===== src/rtl/frame_hex_uart_tx_pkg.sv =====
// Shared types and constants for the framed hex-dump UART transmitter.
package frame_hex_uart_tx_pkg;

    typedef enum logic [2:0] {
        IDLE  = 3'd0,
        FETCH = 3'd1,
        LATCH = 3'd2,
        HI    = 3'd3,
        LO    = 3'd4,
        SEP0  = 3'd5,
        SEP1  = 3'd6
    } state_t;

    localparam int FIFO_W  = 10;
    localparam int EOF_BIT = 9;
    localparam int SOF_BIT = 8;

    localparam logic [7:0] CR = 8'h0D;
    localparam logic [7:0] LF = 8'h0A;
    localparam logic [7:0] SP = 8'h20;

endpackage


===== src/rtl/uart_tx_core.sv =====
// 8N1 serializer: start bit, data LSB first, stop bit, CLKS_PER_BIT clocks each.
module uart_tx_core
    import frame_hex_uart_tx_pkg::*;
#(
    parameter int CLKS_PER_BIT = 434
) (
    input  logic       clk,
    input  logic       rst_n,
    input  logic       start,
    input  logic [7:0] data,
    output logic       txd,
    output logic       busy
);

    localparam int BAUD_W = (CLKS_PER_BIT > 1) ? $clog2(CLKS_PER_BIT) : 1;
    localparam logic [BAUD_W-1:0] BAUD_LAST = BAUD_W'(CLKS_PER_BIT - 1);
    localparam logic [3:0] STOP_IDX = 4'd9;

    logic              active_r;
    logic              txd_r;
    logic [8:0]        shift_r;
    logic [3:0]        bit_cnt_r;
    logic [BAUD_W-1:0] baud_cnt_r;
    logic              last_cycle_s;

    // Busy drops in the final stop-bit clock so the next character can be queued
    // with only one idle clock between frames.
    assign last_cycle_s = (bit_cnt_r == STOP_IDX) && (baud_cnt_r == BAUD_LAST);
    assign busy         = active_r && !last_cycle_s;
    assign txd          = txd_r;

    // Bit timing and shift register.
    always_ff @(posedge clk or negedge rst_n) begin
        if (!rst_n) begin
            active_r   <= 1'b0;
            txd_r      <= 1'b1;
            shift_r    <= 9'h000;
            bit_cnt_r  <= 4'd0;
            baud_cnt_r <= '0;
        end else if (start && !busy) begin
            active_r   <= 1'b1;
            txd_r      <= 1'b0;
            shift_r    <= {1'b1, data};
            bit_cnt_r  <= 4'd0;
            baud_cnt_r <= '0;
        end else if (active_r) begin
            if (baud_cnt_r == BAUD_LAST) begin
                baud_cnt_r <= '0;
                if (bit_cnt_r == STOP_IDX) begin
                    active_r <= 1'b0;
                    txd_r    <= 1'b1;
                end else begin
                    bit_cnt_r <= bit_cnt_r + 4'd1;
                    txd_r     <= shift_r[0];
                    shift_r   <= {1'b1, shift_r[8:1]};
                end
            end else begin
                baud_cnt_r <= baud_cnt_r + BAUD_W'(1);
            end
        end else begin
            txd_r <= 1'b1;
        end
    end

endmodule


===== src/rtl/frame_hex_uart_tx.sv =====
// Prints framed FIFO bytes as uppercase hex pairs on a UART: space separated,
// CR LF at frame end, after BYTES_PER_LINE bytes, and ahead of a frame that starts mid-line.
module frame_hex_uart_tx
    import frame_hex_uart_tx_pkg::*;
#(
    parameter int CLK_FREQ_HZ    = 50000000,
    parameter int BAUD_RATE      = 115200,
    parameter int BYTES_PER_LINE = 16
) (
    input  logic       clk_50m,
    input  logic       rst_n,
    input  logic [9:0] fifo_rd_data,
    input  logic       fifo_empty,
    output logic       fifo_rd_en,
    output logic       uart_txd,
    output logic       busy
);

    localparam int CLKS_PER_BIT = CLK_FREQ_HZ / BAUD_RATE;
    localparam logic [4:0] LINE_MAX = 5'(BYTES_PER_LINE);

    state_t            state_r;
    state_t            state_next_s;
    logic [FIFO_W-1:0] word_r;
    logic [4:0]        line_cnt_r;
    logic              pre_break_r;
    logic              char_sent_r;
    logic              armed_r;
    logic              rd_en_r;
    logic              tx_start_s;
    logic              tx_busy_s;
    logic [7:0]        tx_char_s;
    logic              char_done_s;
    logic              line_end_s;

    function automatic logic [7:0] nibble_ascii(input logic [3:0] nib);
        logic [7:0] code;
        if (nib < 4'd10) begin
            code = 8'h30 + {4'h0, nib};
        end else begin
            code = 8'h37 + {4'h0, nib};
        end
        return code;
    endfunction

    assign char_done_s = char_sent_r && !tx_busy_s;
    // pre_break_r marks the CR LF inserted before the first byte of a frame that starts mid-line.
    assign line_end_s  = pre_break_r || word_r[EOF_BIT] || (line_cnt_r == LINE_MAX);
    assign fifo_rd_en  = rd_en_r;
    assign busy        = (state_r != IDLE) || tx_busy_s;

    // State register.
    always_ff @(posedge clk_50m or negedge rst_n) begin
        if (!rst_n) begin
            state_r <= IDLE;
        end else begin
            state_r <= state_next_s;
        end
    end

    // Next-state logic.
    always_comb begin
        state_next_s = state_r;
        case (state_r)
            IDLE: begin
                if (armed_r && !fifo_empty) begin
                    state_next_s = FETCH;
                end else begin
                    state_next_s = IDLE;
                end
            end
            FETCH: state_next_s = LATCH;
            LATCH: begin
                if (fifo_rd_data[SOF_BIT] && (line_cnt_r != 5'd0)) begin
                    state_next_s = SEP0;
                end else begin
                    state_next_s = HI;
                end
            end
            HI: begin
                if (char_done_s) begin
                    state_next_s = LO;
                end else begin
                    state_next_s = HI;
                end
            end
            LO: begin
                if (char_done_s) begin
                    state_next_s = SEP0;
                end else begin
                    state_next_s = LO;
                end
            end
            SEP0: begin
                if (char_done_s) begin
                    state_next_s = line_end_s ? SEP1 : IDLE;
                end else begin
                    state_next_s = SEP0;
                end
            end
            SEP1: begin
                if (char_done_s) begin
                    state_next_s = pre_break_r ? HI : IDLE;
                end else begin
                    state_next_s = SEP1;
                end
            end
            default: state_next_s = IDLE;
        endcase
    end

    // Character selection and serializer start strobe.
    always_comb begin
        tx_char_s  = SP;
        tx_start_s = 1'b0;
        case (state_r)
            HI: begin
                tx_char_s  = nibble_ascii(word_r[7:4]);
                tx_start_s = !char_sent_r;
            end
            LO: begin
                tx_char_s  = nibble_ascii(word_r[3:0]);
                tx_start_s = !char_sent_r;
            end
            SEP0: begin
                tx_char_s  = line_end_s ? CR : SP;
                tx_start_s = !char_sent_r;
            end
            SEP1: begin
                tx_char_s  = LF;
                tx_start_s = !char_sent_r;
            end
            default: begin
                tx_char_s  = SP;
                tx_start_s = 1'b0;
            end
        endcase
    end

    // FIFO handshake, word latch, line counter and per-state send tracking.
    always_ff @(posedge clk_50m or negedge rst_n) begin
        if (!rst_n) begin
            armed_r     <= 1'b0;
            rd_en_r     <= 1'b0;
            word_r      <= 10'h000;
            line_cnt_r  <= 5'd0;
            pre_break_r <= 1'b0;
            char_sent_r <= 1'b0;
        end else begin
            armed_r <= 1'b1;
            rd_en_r <= (state_r == IDLE) && (state_next_s == FETCH);
            if (state_r == LATCH) begin
                word_r      <= fifo_rd_data;
                pre_break_r <= fifo_rd_data[SOF_BIT] && (line_cnt_r != 5'd0);
            end else if ((state_r == SEP1) && char_done_s) begin
                pre_break_r <= 1'b0;
            end
            if ((state_r == HI) && char_done_s) begin
                line_cnt_r <= (word_r[SOF_BIT] ? 5'd0 : line_cnt_r) + 5'd1;
            end else if ((state_r == SEP1) && char_done_s) begin
                line_cnt_r <= 5'd0;
            end
            if (state_next_s != state_r) begin
                char_sent_r <= 1'b0;
            end else if (tx_start_s && !tx_busy_s) begin
                char_sent_r <= 1'b1;
            end
        end
    end

    uart_tx_core #(
        .CLKS_PER_BIT(CLKS_PER_BIT)
    ) u_tx (
        .clk   (clk_50m),
        .rst_n (rst_n),
        .start (tx_start_s),
        .data  (tx_char_s),
        .txd   (uart_txd),
        .busy  (tx_busy_s)
    );

endmodule


===== config.mk =====
export PLATFORM = sky130hd
export DESIGN_NAME = frame_hex_uart_tx
export DESIGN_NICKNAME = d
export VERILOG_FILES = /design/src/rtl/frame_hex_uart_tx_pkg.sv /design/src/rtl/uart_tx_core.sv /design/src/rtl/frame_hex_uart_tx.sv
export SDC_FILE = /design/constraint.sdc
export NUM_CORES = 1
export LEC_CHECK = 0
export CORE_ASPECT_RATIO = 0.7
export CORE_UTILIZATION = 49
export CTS_CLUSTER_SIZE = 14
export DETAILED_ROUTE_END_ITERATION = 7
export GPL_TIMING_DRIVEN = 0
export MAX_ROUTING_LAYER = met4
export PLACE_DENSITY = 0.68
export SLEW_MARGIN = 15
export SYNTH_ARGS = -nofsm -noshare
export SYNTH_HDL_FRONTEND = slang
export SYNTH_SLANG_ARGS = --single-unit

===== constraint.sdc =====
create_clock -name clk_50m -period 7.01 [get_ports clk_50m]
set_clock_uncertainty 0.15 [all_clocks]
set_input_delay 1.402 -clock clk_50m [delete_from_list [all_inputs] [get_ports clk_50m]]
set_output_delay 1.402 -clock clk_50m [all_outputs]
set_load 0.005 [all_outputs]

# Word level (Yosys, flattened, before mapping)
# Cells that the tools add are included.
# Widths: inputs -> output; s select.
[word_totals]
register_bits = 46
input_bits = 13
wordCells = 100
output_inout_bits = 3
[op_classes]
addsub = 7
mux = 40
n_lt_le_gt_ge = 2
n_reduce_logical = 26
n_eq_ne = 13
[op_table]
columns = ["operator", "count"]
rows = [
  ["$mux 9", 7],
  ["$pmux 8 s4", 1],
  ["$add 6x4->7 const A", 4],
  ["$pmux 3 s7", 1],
  ["$mux 4", 4],
  ["$mux 1", 15],
  ["$mux 3", 5],
  ["$mux 5", 3],
  ["$mux 7", 2],
  ["$reduce_bool 2->1", 5],
  ["$add 9x1->9 const B", 1],
  ["$eq 3x3->1 const B", 3],
  ["$eq 9x9->1 const B", 1],
  ["$logic_and 1x1->1", 9],
  ["$lt 4x4->1 const B", 2],
  ["$eq 3x1->1 const B", 2],
  ["$eq 3x2->1 const B", 2],
  ["$mux 6", 1],
  ["$add 5x1->5 const B", 1],
  ["$eq 5x5->1 const B", 1],
  ["$reduce_bool 5->1", 1],
  ["$add 4x1->4 const B", 1],
  ["$eq 4x4->1 const B", 1],
  ["$logic_not 1->1", 4],
  ["9 further kinds", 11],
]

# Longest topological paths before layout
# Gate-level depths: netlist (run 1).
[depth]
ltp_word = 10
depth_mapped = 8
mapped_depth_nobuf = 7

# Hierarchy
# A second synthesis (run 1) with hierarchy kept.
[unflattened]
hier_cells = 259
hier_area_um2 = 2635.0
[modules_own_cells]
columns = ["mod", "instances", "cells_per_inst", "area_per_inst_um2", "seq_area_each_um2"]
rows = [
  ["frame_hex_uart_tx", 1, 149, 1397.6, 550.5],
  ["uart_tx_core", 1, 110, 1237.4, 601.8],
]

# Least setup slack after synthesis (run 1)
# Ideal clock, no wire load.
[synth_timing]
kind = "register to output"
startpoint = "reg u_tx.baud_cnt_r[2]"
endpoint = "out busy"
t_arrival_ns = 1.481
setup_slack_ns = 3.977
required_ns = 5.458
path_buffers = 1
path_stages_with_launch = 5
cell_sequence = "dfrtp_1 or4b_1 buf_2 o31ai_4 nand2_1"
[synth_between]
elab_chain_cells = 5
[synth_lines]
columns = ["element", "line_no", "source"]
rows = [
  ["start: declaration", "uart_tx_core.sv:23", "logic [BAUD_W-1:0] baud_cnt_r;"],
  ["start signal: assignment", "uart_tx_core.sv:58", "baud_cnt_r <= baud_cnt_r + BAUD_W'(1);"],
  ["$eq 9x9->1", "uart_tx_core.sv:28", "assign last_cycle_s = (bit_cnt_r == STOP_IDX) && (baud_cnt_r == BAUD_LAST);"],
  ["$logic_and 1x1->1", "uart_tx_core.sv:28", ""],
  ["$logic_not 1->1", "uart_tx_core.sv:29", "assign busy = active_r && !last_cycle_s;"],
  ["$logic_and 1x1->1", "uart_tx_core.sv:29", ""],
  ["$logic_or 1x1->1", "frame_hex_uart_tx.sv:50", "assign busy = (state_r != IDLE) || tx_busy_s;"],
  ["end: declaration", "frame_hex_uart_tx.sv:16", "output logic busy"],
]
# No other way between the ends.

# Final worst setup path (run 1)
# Ends and elaborated chain as after synthesis.

==> results of run 1 <==
==> worst max-delay path by stage <==
stage                            start         to  slack (ns)
global route        u_tx.baud_cnt_r[2]       busy        2.85
detailed placement  u_tx.baud_cnt_r[2]       busy        3.36
CTS                 u_tx.baud_cnt_r[2]       busy        2.99
finish              u_tx.baud_cnt_r[2]       busy        2.98
floorplan           u_tx.baud_cnt_r[2]       busy        3.98
global placement                 rst_n  word_r[1]        3.03
==> stage by stage <==
step	std cells	power (mW)	hold WS, ns
after floorplan	298	0.2940	0.2614
after global placement	385	0.3093	0.2717
after detailed placement	386	0.3112	0.2803
after CTS	394	0.4727	0.3003
after global routing	394	0.4897	0.3554
final	394	0.4659	0.2980
==> sequential cells by signal, summed over array words and instances, names as in the netlist, 3 cells and up <==
name and flops:
u_tx.bit_cnt_r 4, state_r 3, u_tx.baud_cnt_r 9, u_tx.shift_r 9, word_r 10, line_cnt_r 5
==> layout make-up <==
class / instances / area (µm²) / area share, %
Multi-Input combinational cell: 224 / 1398 / 46.52
Sequential cell: 46 / 1152 / 38.36
Timing Repair Buffer: 16 / 165.2 / 5.498
Tap cell: 72 / 90.09 / 2.999
Clock buffer: 6 / 72.57 / 2.416
Buffer: 15 / 67.56 / 2.249
Inverter: 13 / 48.80 / 1.624
Clock inverter: 2 / 10.01 / 0.3332
==> kinds of logic (layout without fill, tap and decap cells) <==
| family | Yosys count | after routing | synth area share, % |
|---|---|---|---|
| compound gates | 83 | 83 | 19.38 |
| xor+xnor | 7 | 7 | 2.299 |
| fa+ha+maj | 7 | 7 | 3.285 |
| buf+inv | 28 | 52 | 4.364 |
| flops | 46 | 46 | 43.22 |
| mux | 12 | 12 | 4.834 |
| other cells | 1 | 1 | 0.1406 |
| simple gates | 114 | 114 | 22.48 |
==> power by group through the flow <==
stage,clock (mW),sequential [mW],combinational (mW)
6_report,0.161,0.277,0.0283
4_1_cts,0.167,0.277,0.0292
2_1_floorplan,0,0.281,0.0133
5_1_grt,0.178,0.278,0.0332
3_3_place_gp,0,0.282,0.0275
3_5_place_dp,0,0.282,0.0291
==> synth_stat cells (3+ instances only) <==
| master | instances | area share [%] |
|---|---|---|
| a221o_1 | 3 | 1.1 |
| buf_2 | 3 | 0.56 |
| xor2_1 | 3 | 0.99 |
| nand3_1 | 12 | 2.3 |
| mux2i_1 | 5 | 1.9 |
| a221oi_1 | 3 | 0.99 |
| nor3_1 | 7 | 1.3 |
| dfrtp_1 | 45 | 42 |
| o21ai_0 | 35 | 6.6 |
| ha_1 | 7 | 3.3 |
| xnor2_1 | 4 | 1.3 |
| a211oi_1 | 7 | 2.0 |
| clkbuf_1 | 10 | 1.4 |
| and3_1 | 4 | 0.94 |
| nand3b_1 | 3 | 0.84 |
| a21oi_1 | 17 | 3.2 |
| nor4_1 | 3 | 0.70 |
| mux2_2 | 7 | 3.0 |
| nor2_1 | 20 | 2.8 |
| nor2b_1 | 10 | 2.3 |
| inv_1 | 12 | 1.7 |
| nand2_1 | 34 | 4.8 |
==> critical path, stage by stage (launching register included) <==
cell	delay, ns
dfrtp_1	0.44
or4b_1	0.56
buf_2	0.18
o31ai_4	0.44
nand2_1	0.10
clkdlybuf4s50_1	0.46
==> routing by layer <==
| metal | GRT usage (%) | wire [µm] | vias up |
|---|---|---|---|
| met5 | - | 0 | - |
| met4 | 6.855 | 55 | 0 |
| met3 | 4.348 | 255 | 4 |
| met2 | 32.06 | 2348 | 42 |
| met1 | 32.85 | 2835 | 1064 |
| li1 | - | - | 1114 |
==> metrics, run 1 <==
Initial Util=50.98%; Num CTS Buffers=5; Skew-Pair Late Insertion Delay=0.30 ns; final routed DRC violation total=0; Worst Path Max Fanout=10; VDD IR max=0.0001118 V; max frequency=248.3 MHz; Post-DP Area=2922 µm²; TNS Setup=0 ns; die width=90.17 µm; Pleak=1.253 nW; vias in the first global route=2119; Core ar.=5230 µm²; sequential power share=59.5%; I/O Pins=16; Post-synth EDFFs=0; wire length of the first global-routing pass=10.07 mm; Global Route Usage Sum=22.69%; DIE AREA=5745 µm²; dpl ws=3.356 ns; pin count of the biggest net entering global routing=29; Max Cap Viol=0; initial antenna violation count=0; port buffer count=15; FF-to-FF End=u_tx.shift_r[5]; flop-to-flop setup slack=4.32 ns; Slew Limit Fails=0; remaining antenna violation count=0; Worst-Margin Slew=0.6622 ns; number of synthesized register bits=46; Rel. slew slack=55.59%; Clock transition at path regs=0.09 ns; ys async rst share=100.0%; clock root buffer=clkbuf_8; Final Wtd Congestion=0.8989; Clock Power Share=34.5%; RSZ-0062 raised after global routing=no; Crit Reg-Reg Startpoint=u_tx.baud_cnt_r[2]; Int Pwr=0.3555 mW; final hold violations=0; commonest non-fill, non-tap cell in the layout=dfrtp_1; Post-DP HPWL=3.991 mm; # setup viols final=0; Crit Path Class=reg2out; hold buffer count at CTS=0; arrival time worst endpoint=2.48 ns; Die Span Y=63.72 µm; Post-synth top flop=dfrtp_1; commonest non-fill, non-tap cells in the layout=dfrtp_1, o21ai_0, nand2_1, nor2_1, a21oi_1; Final Instance Area=3004 µm²; net switching power=0.1104 mW; initial detailed-routing violation count=183; combinational power share=6.1%; Post-Synthesis Net Count=318; yosys warns=0; hold path startpoint=u_tx.shift_r[8]; PwrDens=155.1 nW/µm²; startpoint class of the critical path=flop; WP data required=5.46 ns; min-delay worst type=reg2reg; Post-CTS Resized=0; final net count=341; Num Clock Sinks=46; Routed WL per cell=13.94 µm; Switching Share=23.69%; CTS tree=done; Synth cell types=54; crit path capture type=output pin; Util after Layout=57.44%; Avg Inst Size Synth=8.947 µm²; Routed WL=5.494 mm; Cells after Synth=298; Area Growth Syn to Fin=12.67%; DR vias=2224; status=finished, final reports clean; Post-Syn Area=2666 µm²; Fill cells=488; Reg2Reg Depth=6; share of layout cells above drive strength 1=8.385%; hold path depth=2; GRT overflow=0; via-per-instance ratio=5.645; maximum level of the CTS H-tree=2; final worst slack=2.982 ns; Site Rows=22; final worst path period need=4.028 ns; Detailed Routing Iterations Pass 1=5; postcts setup bufs=0; fin crit share=57.46%; Hold Path End=u_tx.shift_r[8]; CTS max path bufs=2; sequential share of the synthesized area=43.22%; # diodes=0
Note: power is estimated with default switching activity, not from simulation.
==> inputs of run 2 (changes only) <==
Settings changed: PLACE_DENSITY 0.68 to 0.7.
Clock period 7.01 ns to 3.6 ns, I/O delays scaled along.
==> run 2 against run 1 <==
Against the previous run:
- non-clock buffer count did not move
- cell area rose by 0.87%
- critical path depth did not move
- critical endpoint unchanged
- critical path type unchanged
- sequential power rose by 95%
==> metrics, run 2 (same netlist as run 1, synthesis figures left out) <==
GRT overflow=0 (unchanged); crit path capture type=output pin; Detailed Routing Iterations Pass 1=4 (-1); DR vias=2244 (+0.90%); final cell count without fillers=394 (unchanged); Num Clock Sinks=46 (unchanged); wire length of the first global-routing pass=10.14 mm (+0.69%); # diodes=0 (unchanged); max FFs per register=10 (unchanged); maximum level of the CTS H-tree=2 (unchanged); Global Route Usage Sum=22.97% (+0.28 points); VDD IR max=0.0002305 V (+110%); min-delay worst type=in2async; arrival time worst endpoint=2.48 ns (about the same); Rel. slew slack=57.90% (+2.3 points); final hold violations=0 (unchanged); Final Wtd Congestion=0.9001 (+0.13%); Site Rows=22 (unchanged); die width=90.17 µm (unchanged); I/O Pins=16 (unchanged); Worst-Margin Slew=0.6278 ns (-0.03447 ns); # setup viols final=0 (unchanged); Crit Path Class=reg2out; status=finished, final reports clean; Routed WL=5.583 mm (+1.6%); Post-CTS Resized=0 (unchanged); hold buffer count at CTS=0 (unchanged); placed cells=386 (unchanged); WP data required=2.73 ns (-2.73 ns); DIE AREA=5745 µm² (unchanged); vias in the first global route=2111 (-0.38%); Area Growth Syn to Fin=13.66%; clock root buffer=clkbuf_8; Pleak=1.266 nW (+1.0%); Top Registers=word_r (10), u_tx.baud_cnt_r (9), u_tx.shift_r (9); PwrDens=323.9 nW/µm² (+110%); CTS tree=done; final routed DRC violation total=0 (unchanged); Skew-Pair Late Insertion Delay=0.30 ns (about the same); TNS Setup=0 ns (unchanged); Clock transition at path regs=0.09 ns (about the same); Largest Register=word_r; CTS max path bufs=2 (unchanged); Routed WL per cell=14.17 µm (+1.6%); pin count of the biggest net entering global routing=28 (-3.4%); Worst Path Max Fanout=10 (unchanged); Core ar.=5230 µm² (unchanged); max frequency=298.5 MHz; flop-to-flop setup slack=0.93 ns (-3.39 ns); final worst path period need=3.350 ns; share of layout cells above drive strength 1=8.696% (+0.31 points); Post-DP HPWL=4.058 mm (+1.7%); initial detailed-routing violation count=184 (+0.55%); fin crit share=93.06%; postcts setup bufs=0 (unchanged); commonest non-fill, non-tap cells in the layout=dfrtp_1, o21ai_0, nand2_1, nor2_1, a21oi_1; Die Span Y=63.72 µm (unchanged); Initial Util=50.98% (unchanged); Slew Limit Fails=0 (unchanged); Util after Layout=57.94% (+0.50 points); port buffer count=15 (unchanged); remaining antenna violation count=0 (unchanged); startpoint class of the critical path=flop; initial antenna violation count=0 (unchanged); RSZ-0062 raised after global routing=no; via-per-instance ratio=5.695 (+0.90%); Max Cap Viol=0 (unchanged); final net count=341 (unchanged); commonest non-fill, non-tap cell in the layout=dfrtp_1; Num CTS Buffers=5 (unchanged)
==> run 2: changes by cell type in the layout (fill, tap and decap cells not counted), sizes merged <==
| cell | delta |
|---|---|
| clkbuf | -1 |
| bufinv | +1 |
==> run 2: report_power, final <==
part	internal [mW]	total (mW)	switching (mW)	leakage [nW]
combinational	0.0290	0.0564	0.0274	0.659
clock	0.205	0.386	0.181	0.0579
sequential	0.528	0.539	0.0109	0.549
total	0.762	0.982	0.220	1.27
==> run 2: critical path, cell delays in order, from the launching register on <==
cell,delay (ns)
dfrtp_1,0.43
or4b_1,0.55
buf_2,0.18
o31ai_4,0.46
nand2_1,0.10
clkdlybuf4s50_1,0.46
==> run 2: area by class of cell <==
| type | count | area, µm² |
|---|---|---|
| flip-flops and latches | 46 | 1152 |
| inverters | 13 | 48.80 |
| fillers | 480 | 2200 |
| clock buffers | 5 | 68.82 |
| well taps | 72 | 90.09 |
| clock inverters | 3 | 40.04 |
| plain buffers | 15 | 67.56 |
| repair buffers | 16 | 165.2 |
| multi-input cells | 224 | 1398 |
==> run 2: metal layers <==
| metal | routed length, µm | up-vias | global-route usage [%] |
|---|---|---|---|
| met2 | 2311 | 74 | 30.63 |
| met4 | 87 | 0 | 6.855 |
| li1 | - | 1110 | - |
| met1 | 2895 | 1051 | 34.99 |
| met3 | 288 | 9 | 3.986 |
| met5 | 0 | - | - |
==> run 2: stage by stage <==
stage | area [µm²] | hold WS (ns) | power (mW) | setup WS, ns
2_1_floorplan | 2666 | 0.2614 | 0.5725 | 1.234
3_3_place_gp | 2907 | 0.2735 | 0.6022 | 0.3256
3_5_place_dp | 2922 | 0.2911 | 0.6066 | 0.6039
4_1_cts | 3030 | 0.2137 | 0.9941 | 0.2347
5_1_grt | 3030 | 0.2410 | 1.027 | 0.08004
6_report | 3030 | 0.2088 | 0.9816 | 0.2498
==> run 2: path summary, 6_finish.rpt <==
check / startpoint / end / cells past startpoint
max in group asynchronous: rst_n / word_r[6] / 2
max reg2reg: u_tx.baud_cnt_r[2] / line_cnt_r[4] / 7
max: u_tx.baud_cnt_r[2] / busy / 5
min: rst_n / u_tx.baud_cnt_r[0] / 1
min reg2reg: u_tx.shift_r[8] / u_tx.shift_r[8] / 2
min in group clk_50m: u_tx.shift_r[8] / u_tx.shift_r[8] / 2
==> inputs of run 3 (changes only) <==
Settings changed: CORE_ASPECT_RATIO 0.7 to 1.4, CTS_CLUSTER_DIAMETER set to 30.
==> run 3 against run 2 <==
Against the previous run:
- sequential power is essentially flat
- global-route usage decreased by 0.88 points
- non-clock buffer count did not move
- via count decreased by 0.94%
- largest cell class unchanged
- routed wire length shrank 1.7%
- critical endpoint unchanged
- critical path type unchanged
- critical path depth is the same
- maximum frequency increased by 2.2%
- first-iteration DRC count decreased by 17%
- cell area decreased by 0.83%
==> metrics, run 3 (same netlist as run 1, synthesis figures left out) <==
maximum level of the CTS H-tree=2 (unchanged); initial antenna violation count=0 (unchanged); hold buffer count at CTS=0 (unchanged); postcts setup bufs=0 (unchanged); Global Route Usage Sum=22.10% (-0.88 points); initial detailed-routing violation count=152 (-17%); Util after Layout=57.82% (-0.12 points); status=finished, final reports clean; final net count=341 (unchanged); Initial Util=51.30% (+0.32 points); min-delay worst type=in2async; RSZ-0062 raised after global routing=no; DR vias=2223 (-0.94%); Crit Path Class=reg2out; Num CTS Buffers=5 (unchanged); Core ar.=5197 µm² (-0.62%); final routed DRC violation total=0 (unchanged); Worst Path Max Fanout=10 (unchanged); VDD IR max=0.0001815 V (-21%); Slew Limit Fails=0 (unchanged); WP data required=2.73 ns (about the same); max FFs per register=10 (unchanged); Final Wtd Congestion=0.8141 (-9.6%); Routed WL per cell=14.14 µm (-0.22%); GRT overflow=0 (unchanged); die width=64.35 µm (-29%); clock root buffer=clkbuf_8; Clock transition at path regs=0.08 ns (about the same); # setup viols final=0 (unchanged); arrival time worst endpoint=2.41 ns (-0.07 ns); TNS Setup=0 ns (unchanged); final worst path period need=3.278 ns (-0.07178 ns); Routed WL=5.486 mm (-1.7%); remaining antenna violation count=0 (unchanged); wire length of the first global-routing pass=9.535 mm (-5.9%); via-per-instance ratio=5.729 (+0.60%); Post-DP HPWL=3.980 mm (-1.9%); Skew-Pair Late Insertion Delay=0.30 ns (about the same); CTS max path bufs=2 (unchanged); fin crit share=91.07% (-2.0 points); pin count of the biggest net entering global routing=26 (-7.1%); Site Rows=31 (+41%); Pleak=1.256 nW (-0.76%); Largest Register=word_r; Top Registers=word_r (10), u_tx.baud_cnt_r (9), u_tx.shift_r (9); Worst-Margin Slew=0.6536 ns (+0.02589 ns); commonest non-fill, non-tap cell in the layout=dfrtp_1; final hold violations=0 (unchanged); vias in the first global route=2098 (-0.62%); Max Cap Viol=0 (unchanged); I/O Pins=16 (unchanged); Num Clock Sinks=46 (unchanged); Die Span Y=89.28 µm (+40%); PwrDens=307.0 nW/µm² (-5.2%); Fill cells=498 (+3.8%); crit path capture type=output pin; commonest non-fill, non-tap cells in the layout=dfrtp_1, o21ai_0, nand2_1, nor2_1, a21oi_1; Area Growth Syn to Fin=12.72%; startpoint class of the critical path=flop; Detailed Routing Iterations Pass 1=6 (+2); # diodes=0 (unchanged); max frequency=305.0 MHz (+2.2%); CTS tree=done; Post-CTS Resized=0 (unchanged); port buffer count=15 (unchanged); share of layout cells above drive strength 1=8.385% (-0.31 points); Rel. slew slack=56.16% (-1.7 points); DIE AREA=5745 µm² (about the same)
[run 3: cell types whose count changed in the layout (fill, tap and decap cells not counted)]
cell       before  now
clkbuf_1       10   11
bufinv_16       1    0
clkbuf_8        5    6
clkinv_2        2    1
[run 3: path summary, 6_finish.rpt]
kind                               startpoint            endpoint  slack [ns]  cells after the start
max                        u_tx.baud_cnt_r[2]                busy        0.32                      5
min                                     rst_n  u_tx.baud_cnt_r[3]        0.23                      1
max reg2reg                u_tx.baud_cnt_r[2]     u_tx.shift_r[5]        0.92                      6
min reg2reg                   u_tx.shift_r[8]     u_tx.shift_r[8]        0.29                      2
max in group asynchronous               rst_n           word_r[3]        2.56                      2
min in group clk_50m          u_tx.shift_r[8]     u_tx.shift_r[8]        0.29                      2
[run 3: worst max-delay path, stage by stage (launching register included)]
cell             delay, ns
dfrtp_1               0.44
or4b_1                0.52
buf_2                 0.17
o31ai_4               0.43
nand2_1               0.09
clkdlybuf4s50_1       0.46
[run 3: power by group]
part / total, mW / internal (mW) / switching [mW]
Combinational: 0.0551 / 0.0290 / 0.0260
Sequential: 0.539 / 0.528 / 0.0107
Clock: 0.328 / 0.155 / 0.173
Total: 0.923 / 0.713 / 0.210
[run 3: cell type report]
cell class / instances / area [µm²] / area share (%)
Multi-Input combinational cell: 224 / 1398 / 46.50
Clock buffer: 7 / 86.33 / 2.873
Buffer: 15 / 67.56 / 2.248
Sequential cell: 46 / 1152 / 38.34
Clock inverter: 1 / 5.005 / 0.1665
Tap cell: 66 / 82.58 / 2.748
Timing Repair Buffer: 16 / 165.2 / 5.495
Inverter: 13 / 48.80 / 1.624
[run 3: per-stage QoR]
stage / instances / setup WS [ns] / hold WS [ns] / power, mW / instance area (µm²)
detailed placement: 380 / 0.6323 / 0.2771 / 0.6055 / 2914
global route: 388 / 0.1880 / 0.2774 / 0.9621 / 3005
finish: 388 / 0.3216 / 0.2327 / 0.9226 / 3005
global placement: 379 / 0.3418 / 0.2745 / 0.6018 / 2899
floorplan: 298 / 1.234 / 0.2614 / 0.5725 / 2666
CTS: 388 / 0.2857 / 0.2495 / 0.9350 / 3005
[run 3: layer usage]
layer / wire (µm) / vias up / global-route usage, %
met5: 0 / - / -
met4: 111 / 0 / 9.091
met3: 128 / 10 / 3.699
met2: 2871 / 37 / 38.76
met1: 2374 / 1065 / 24.90
li1: - / 1111 / -
